### config.mk
export PLATFORM = sky130hd
export DESIGN_NAME = result_writer
export DESIGN_NICKNAME = d
export VERILOG_FILES = /design/src/rtl/result_writer.sv
export SDC_FILE = /design/constraint.sdc
export NUM_CORES = 1
export LEC_CHECK = 0
export CORE_UTILIZATION = 51
export CTS_CLUSTER_SIZE = 24
export DETAILED_ROUTE_END_ITERATION = 6
export GPL_TIMING_DRIVEN = 0
export PLACE_DENSITY_LB_ADDON = 0.08
export SLEW_MARGIN = 15
export SYNTH_ARGS = -nofsm -noshare
export SYNTH_HDL_FRONTEND = slang
export SYNTH_SLANG_ARGS = --single-unit
### constraint.sdc
create_clock -name clk -period 2.9 [get_ports clk]
set_clock_uncertainty 0.1 [all_clocks]
set_input_delay 0.725 -clock clk [delete_from_list [all_inputs] [get_ports clk]]
set_output_delay 0.725 -clock clk [all_outputs]
set_load 0.02 [all_outputs]
### src/rtl/result_writer.sv
// rtl/result_writer.sv - buffers PE result pairs and writes them one word at a time to the output matrix memory
//
// Purpose: each valid input cycle carries two results that share an output
// row. Pairs are queued in a small FIFO and written to memory as two
// consecutive words, {row, col_1} then {row, col_2}, under a valid/ready
// handshake (o_mem_wen / i_mem_ready). A word counter pulses o_done once a
// whole matrix (OUT_WORDS words) has been written.
//
// Optional feature macro: RESULT_WRITER_RELU_EN
//   defined   : negative write data is clamped to 0 at the memory port
//   undefined : write data passes through unchanged
//
// Parameters:
//   FIFO_DEPTH  result-pair FIFO entries (power of two, >= 2)
//   OUT_WORDS   words per complete output matrix
//
// Ports:
//   clk, rst                         clock, synchronous active-high reset
//   i_valid                          result pair present this cycle
//   i_result_1, i_result_2           signed results
//   i_row_idx                        shared output row
//   i_col_idx_1, i_col_idx_2         output column of each result
//   i_mem_ready                      memory accepts a write this cycle
//   o_mem_wen, o_mem_addr, o_mem_wdata  write request, {row, col}, data
//   o_full                           FIFO holds FIFO_DEPTH entries
//   o_overflow                       sticky: a pair was dropped
//   o_done                           one-cycle pulse per completed matrix

module result_writer #(
  parameter int FIFO_DEPTH = 4,
  parameter int OUT_WORDS  = 800
) (
  input  logic        clk,
  input  logic        rst,
  input  logic        i_valid,
  input  logic [15:0] i_result_1,
  input  logic [15:0] i_result_2,
  input  logic [6:0]  i_row_idx,
  input  logic [2:0]  i_col_idx_1,
  input  logic [2:0]  i_col_idx_2,
  input  logic        i_mem_ready,
  output logic        o_mem_wen,
  output logic [9:0]  o_mem_addr,
  output logic [15:0] o_mem_wdata,
  output logic        o_full,
  output logic        o_overflow,
  output logic        o_done
);

  localparam int PTR_W = (FIFO_DEPTH > 1) ? $clog2(FIFO_DEPTH) : 1;
  localparam int CNT_W = PTR_W + 1;
  localparam int WC_W  = $clog2(OUT_WORDS + 1);

  localparam logic [1:0] IDLE = 2'd0;
  localparam logic [1:0] WR1  = 2'd1;
  localparam logic [1:0] WR2  = 2'd2;

  typedef struct packed {
    logic [15:0] res_1;
    logic [15:0] res_2;
    logic [6:0]  row;
    logic [2:0]  col_1;
    logic [2:0]  col_2;
  } entry_t;

  entry_t           mem_q [FIFO_DEPTH];
  logic [PTR_W-1:0] wr_ptr_q, wr_ptr_d;
  logic [PTR_W-1:0] rd_ptr_q, rd_ptr_d;
  logic [CNT_W-1:0] count_q, count_d;
  logic [1:0]       state_q, state_d;
  logic             settled_q, settled_d;
  logic             overflow_q, overflow_d;
  logic [WC_W-1:0]  wcnt_q, wcnt_d;
  logic             done_q, done_d;

  logic             push, pop, accept;
  logic [15:0]      wdata_raw;
  entry_t           head;

  assign head   = mem_q[rd_ptr_q];
  assign o_full = (count_q == CNT_W'(FIFO_DEPTH));
  assign pop    = (state_q == WR2) && i_mem_ready;
  // A full FIFO still takes a pair when the head leaves on the same edge.
  assign push   = i_valid && (!o_full || pop);
  assign accept = o_mem_wen && i_mem_ready;

  // Write port: driven purely from the current state and FIFO head, so the
  // request stays stable for as long as the memory withholds i_mem_ready.
  always_comb begin
    o_mem_wen  = 1'b0;
    o_mem_addr = 10'd0;
    wdata_raw  = 16'd0;
    case (state_q)
      WR1: begin
        o_mem_wen  = 1'b1;
        o_mem_addr = {head.row, head.col_1};
        wdata_raw  = head.res_1;
      end
      WR2: begin
        o_mem_wen  = 1'b1;
        o_mem_addr = {head.row, head.col_2};
        wdata_raw  = head.res_2;
      end
      default: ;
    endcase
  end

`ifdef RESULT_WRITER_RELU_EN
  assign o_mem_wdata = wdata_raw[15] ? 16'h0000 : wdata_raw;
`else
  assign o_mem_wdata = wdata_raw;
`endif

  always_comb begin
    state_d    = state_q;
    wr_ptr_d   = wr_ptr_q;
    rd_ptr_d   = rd_ptr_q;
    count_d    = count_q;
    overflow_d = overflow_q;
    wcnt_d     = wcnt_q;
    done_d     = 1'b0;
    // IDLE only leaves once the FIFO has been non-empty for a full cycle,
    // giving the head entry a settled cycle before the first write.
    settled_d  = (count_q != '0);

    if (push) wr_ptr_d = wr_ptr_q + 1'b1;
    if (pop)  rd_ptr_d = rd_ptr_q + 1'b1;
    case ({push, pop})
      2'b10:   count_d = count_q + 1'b1;
      2'b01:   count_d = count_q - 1'b1;
      default: count_d = count_q;
    endcase

    if (i_valid && o_full && !pop) overflow_d = 1'b1;

    case (state_q)
      IDLE: if ((count_q != '0) && settled_q) state_d = WR1;
      WR1:  if (i_mem_ready) state_d = WR2;
      WR2:  if (i_mem_ready) state_d = (count_q > CNT_W'(1)) ? WR1 : IDLE;
      default: state_d = IDLE;
    endcase

    if (accept) begin
      if (wcnt_q == WC_W'(OUT_WORDS - 1)) begin
        wcnt_d = '0;
        done_d = 1'b1;
      end else begin
        wcnt_d = wcnt_q + 1'b1;
      end
    end
  end

  always_ff @(posedge clk) begin
    if (rst) begin
      state_q    <= IDLE;
      wr_ptr_q   <= '0;
      rd_ptr_q   <= '0;
      count_q    <= '0;
      settled_q  <= 1'b0;
      overflow_q <= 1'b0;
      wcnt_q     <= '0;
      done_q     <= 1'b0;
    end else begin
      state_q    <= state_d;
      wr_ptr_q   <= wr_ptr_d;
      rd_ptr_q   <= rd_ptr_d;
      count_q    <= count_d;
      settled_q  <= settled_d;
      overflow_q <= overflow_d;
      wcnt_q     <= wcnt_d;
      done_q     <= done_d;
    end
  end

  // Storage is not reset; occupancy is tracked by count_q alone.
  always_ff @(posedge clk) begin
    if (push && !rst) begin
      mem_q[wr_ptr_q] <= '{res_1: i_result_1, res_2: i_result_2, row: i_row_idx,
                           col_1: i_col_idx_1, col_2: i_col_idx_2};
    end
  end

  assign o_overflow = overflow_q;
  assign o_done     = done_q;

endmodule

==> impl_metrics.env <==
export IMPL_syn_inst=432
export IMPL_rows=45
export IMPL_synth_xor_area_frac=0.0150
export IMPL_power_density_mw_per_mm2=657
export IMPL_cp_cell_sequence="buf_12 -> buf_12 -> buf_12 -> mux4_2 -> a22oi_2 -> nor2b_1 -> buf_4"
export IMPL_regArea_mm2=0.00589
export IMPL_rsz0062_at_grt="true"
export IMPL_tns_ns=-0.356
export IMPL_groute_usage_overall=0.201
export IMPL_coreArea_mm2=0.0154
export IMPL_fin_crit_ns=2.96
export IMPL_start_util=0.529
export IMPL_cp_start_kind="flop"
export IMPL_clk_insertion_delay_late_ns=0.49
export IMPL_vias_per_cell=5.41
export IMPL_ys_types=37
export IMPL_dr_wl_met2_um=7830
export IMPL_power_mw=6.73
export IMPL_async_reset_ff_frac=0
export IMPL_multi_input_area_mm2=0.00219
export IMPL_fin_util=0.665
export IMPL_design_area_mm2=0.0103
export IMPL_numPortBuffers=77
export IMPL_drv_slew=0
export IMPL_io_pins=79
export IMPL_tightest_slew_ns=0.735
export IMPL_synth_area_mm2=0.00816
export IMPL_finalCritPeriodShare=1.02
export IMPL_fillCellCount=1084
export IMPL_cts_clk_slew_worst_paths_ns=0.06
export IMPL_top_layer="met4"
export IMPL_failed_checks="negative setup slack"
export IMPL_grt_pass1_vias=4460
export IMPL_yosys_warnings=0
export IMPL_setup_violations_final=12
export IMPL_outcome="finished, violations left"
export IMPL_drt_total_wl_um=15500
export IMPL_cts_buffers=22
export IMPL_fmax_mhz=338
export IMPL_antenna_found_initial=0
export IMPL_worstPathRequired_ns=2.08
export IMPL_grt_max_degree=46
export IMPL_vias=4221
export IMPL_met1_length_um=6700
export IMPL_critPathTopFamily="buffers and inverters"
export IMPL_cpPeakStageDelay_ns=0.49
export IMPL_dp_slack_ns=-0.424
export IMPL_route_detailed_drc=0
export IMPL_hp_class="flop to flop"
export IMPL_grt_overflow=0
export IMPL_place_area_mm2=0.00920
export IMPL_final_cell_count_no_fill=780
export IMPL_die_y_um=128
export IMPL_clkSinkCount=204
export IMPL_critical_path_arrival_ns=2.14
export IMPL_place_congestion=0.779
export IMPL_synth_main_ff_cell="edfxtp_1"
export IMPL_hpwl_um=8870
export IMPL_layout_nets=617
export IMPL_synthMuxAreaShare=0.131
export IMPL_setup_ws_ns=-0.0604
export IMPL_cts_tree="built"
export IMPL_synth_edf_count=180
export IMPL_synth_top_family_by_area="multiplexers"
export IMPL_cts_buffer_depth=3
export IMPL_synth_compound_area_frac=0.0304
export IMPL_cts_root_buf="clkbuf_16"
export IMPL_critPathCaptureType="output pin"
export IMPL_grt_pass1_wl_um=24500
export IMPL_place_inst=720
export IMPL_avgSynthCellArea_um2=18.9
export IMPL_synthAdderAreaFrac=0.0215
export IMPL_mostFrequentLayoutCells="edfxtp_1 (180), clkdlybuf4s50_1 (50), mux4_2 (41), nor2_1 (26), clkbuf_16 (23)"
export IMPL_hold_viol=0
export IMPL_drt_initial_drc_count=256
export IMPL_antenna_cells=0
export IMPL_layout_commonest_cell="edfxtp_1"
export IMPL_synth_nets=495
export IMPL_cpMostUsedCell="buf_12"
export IMPL_crit_fanout=5
export IMPL_detail_route_wl_per_cell_um=19.9
export IMPL_max_slew_margin=0.510
export IMPL_ir_drop_mv=0.401
export IMPL_slowest_stage="mux4_2"
export IMPL_postRouteAntennaNets=0
export IMPL_die_x_um=128
export IMPL_firstDrtPassIters=4
export IMPL_setup_worst_path_class="flop to output pin"
export IMPL_crit_buf_inv=4
export IMPL_yosys_area_share_simple=0.0565
export IMPL_wl_met3_um=744
export IMPL_die_area_mm2=0.0165
export IMPL_syn2layout_area_growth_pct=25.7
export IMPL_holdWs_ns=0.373
export IMPL_synth_yosys_seq_area_share=0.722
export IMPL_htree_levels=1
export IMPL_hold_buffers=0
export IMPL_drive_above_1_share=0.293
export IMPL_leakagePower_nw=3.38
export IMPL_drv_cap=0
export IMPL_ys_ff_latch=204
-- state kept, by name, summed over array words and instances, names as in the netlist, named ones only --
name,cells
wcnt_q,10
count_q,3
mem_q,180
o_overflow,1
o_done,1
settled_q,1
wr_ptr_q,2
state_q,2
rd_ptr_q,2
-- layout make-up --
class,count,area share
clock buffer,30,0.0576
inverter,8,0.00293
tap,211,0.0258
buffer,20,0.0209
clock inverter,9,0.00500
timing repair buffer,98,0.0995
sequential,204,0.575
multi-input combinational,200,0.214
-- routing by layer --
layer / track usage / vias up
met4: 0.0457 / 0
met1: 0.264 / 2145
met2: 0.350 / 95
li1: - / 1959
met5: 0 / -
met3: 0.0362 / 22
-- where the power goes --
part,total (mW),leakage (nW),switching [mW],internal [mW]
logic,0.894,1.24,0.452,0.441
clock network,2.48,0.315,1.05,1.42
registers,3.36,1.83,0.0440,3.32
-- worst register-to-register path, stage by stage, from the launching register on --
cell and delay (ns):
dfxtp_2 0.34, inv_1 0.13, ha_1 0.15, buf_2 0.21, and2_1 0.22, o21ai_1 0.14, nor2_2 0.18, and2_4 0.63
-- cells in the mapped netlist, types with 2 or more instances --
cell type	instances	area, um2
buf_12	3	60.1
and2_1	7	43.8
mux4_2	32	721
nor2_1	27	101
inv_1	8	30.0
nor2b_1	27	169
edfxtp_1	180	5410
o21ai_0	4	20.0
mux4_1	13	342
dfxtp_1	24	480
a21oi_1	6	30.0
nor3_1	2	10.0
xnor2_1	7	61.3
nand4_1	4	25.0
nand3_1	5	25.0
buf_4	3	22.5
xor2_1	7	61.3
buf_2	6	30.0
buf_6	2	22.5
clkbuf_1	5	18.8
nand2_1	11	41.3
a22oi_1	19	143
o21ai_1	3	15.0
ha_1	14	175
-- logic make-up (layout without fill, tap and decap cells) --
family,count (synthesis),in the layout
compound gates,37,37
xor+xnor,14,14
fa+ha+maj,14,14
buf+inv,28,165
flops,204,204
mux,46,46
simple gates,89,89
-- repair_timing --
item	CTS	global route
gates resized for setup	153	52
gates cloned	4	1
setup endpoints to repair	27	30
setup buffers	12	5
pin swaps	19	6
-- final timing paths --
check	startpoint	end	slack [ns]	cells after the start
hold / removal	o_overflow	o_overflow	0.37	2
setup reg to reg	state_q[0]	mem_q[1][3]	0.37	7
hold reg to reg	o_overflow	o_overflow	0.37	2
setup / recovery	flop	o_mem_wdata[7]	-0.06	7
(Power assumes the default switching activity.)
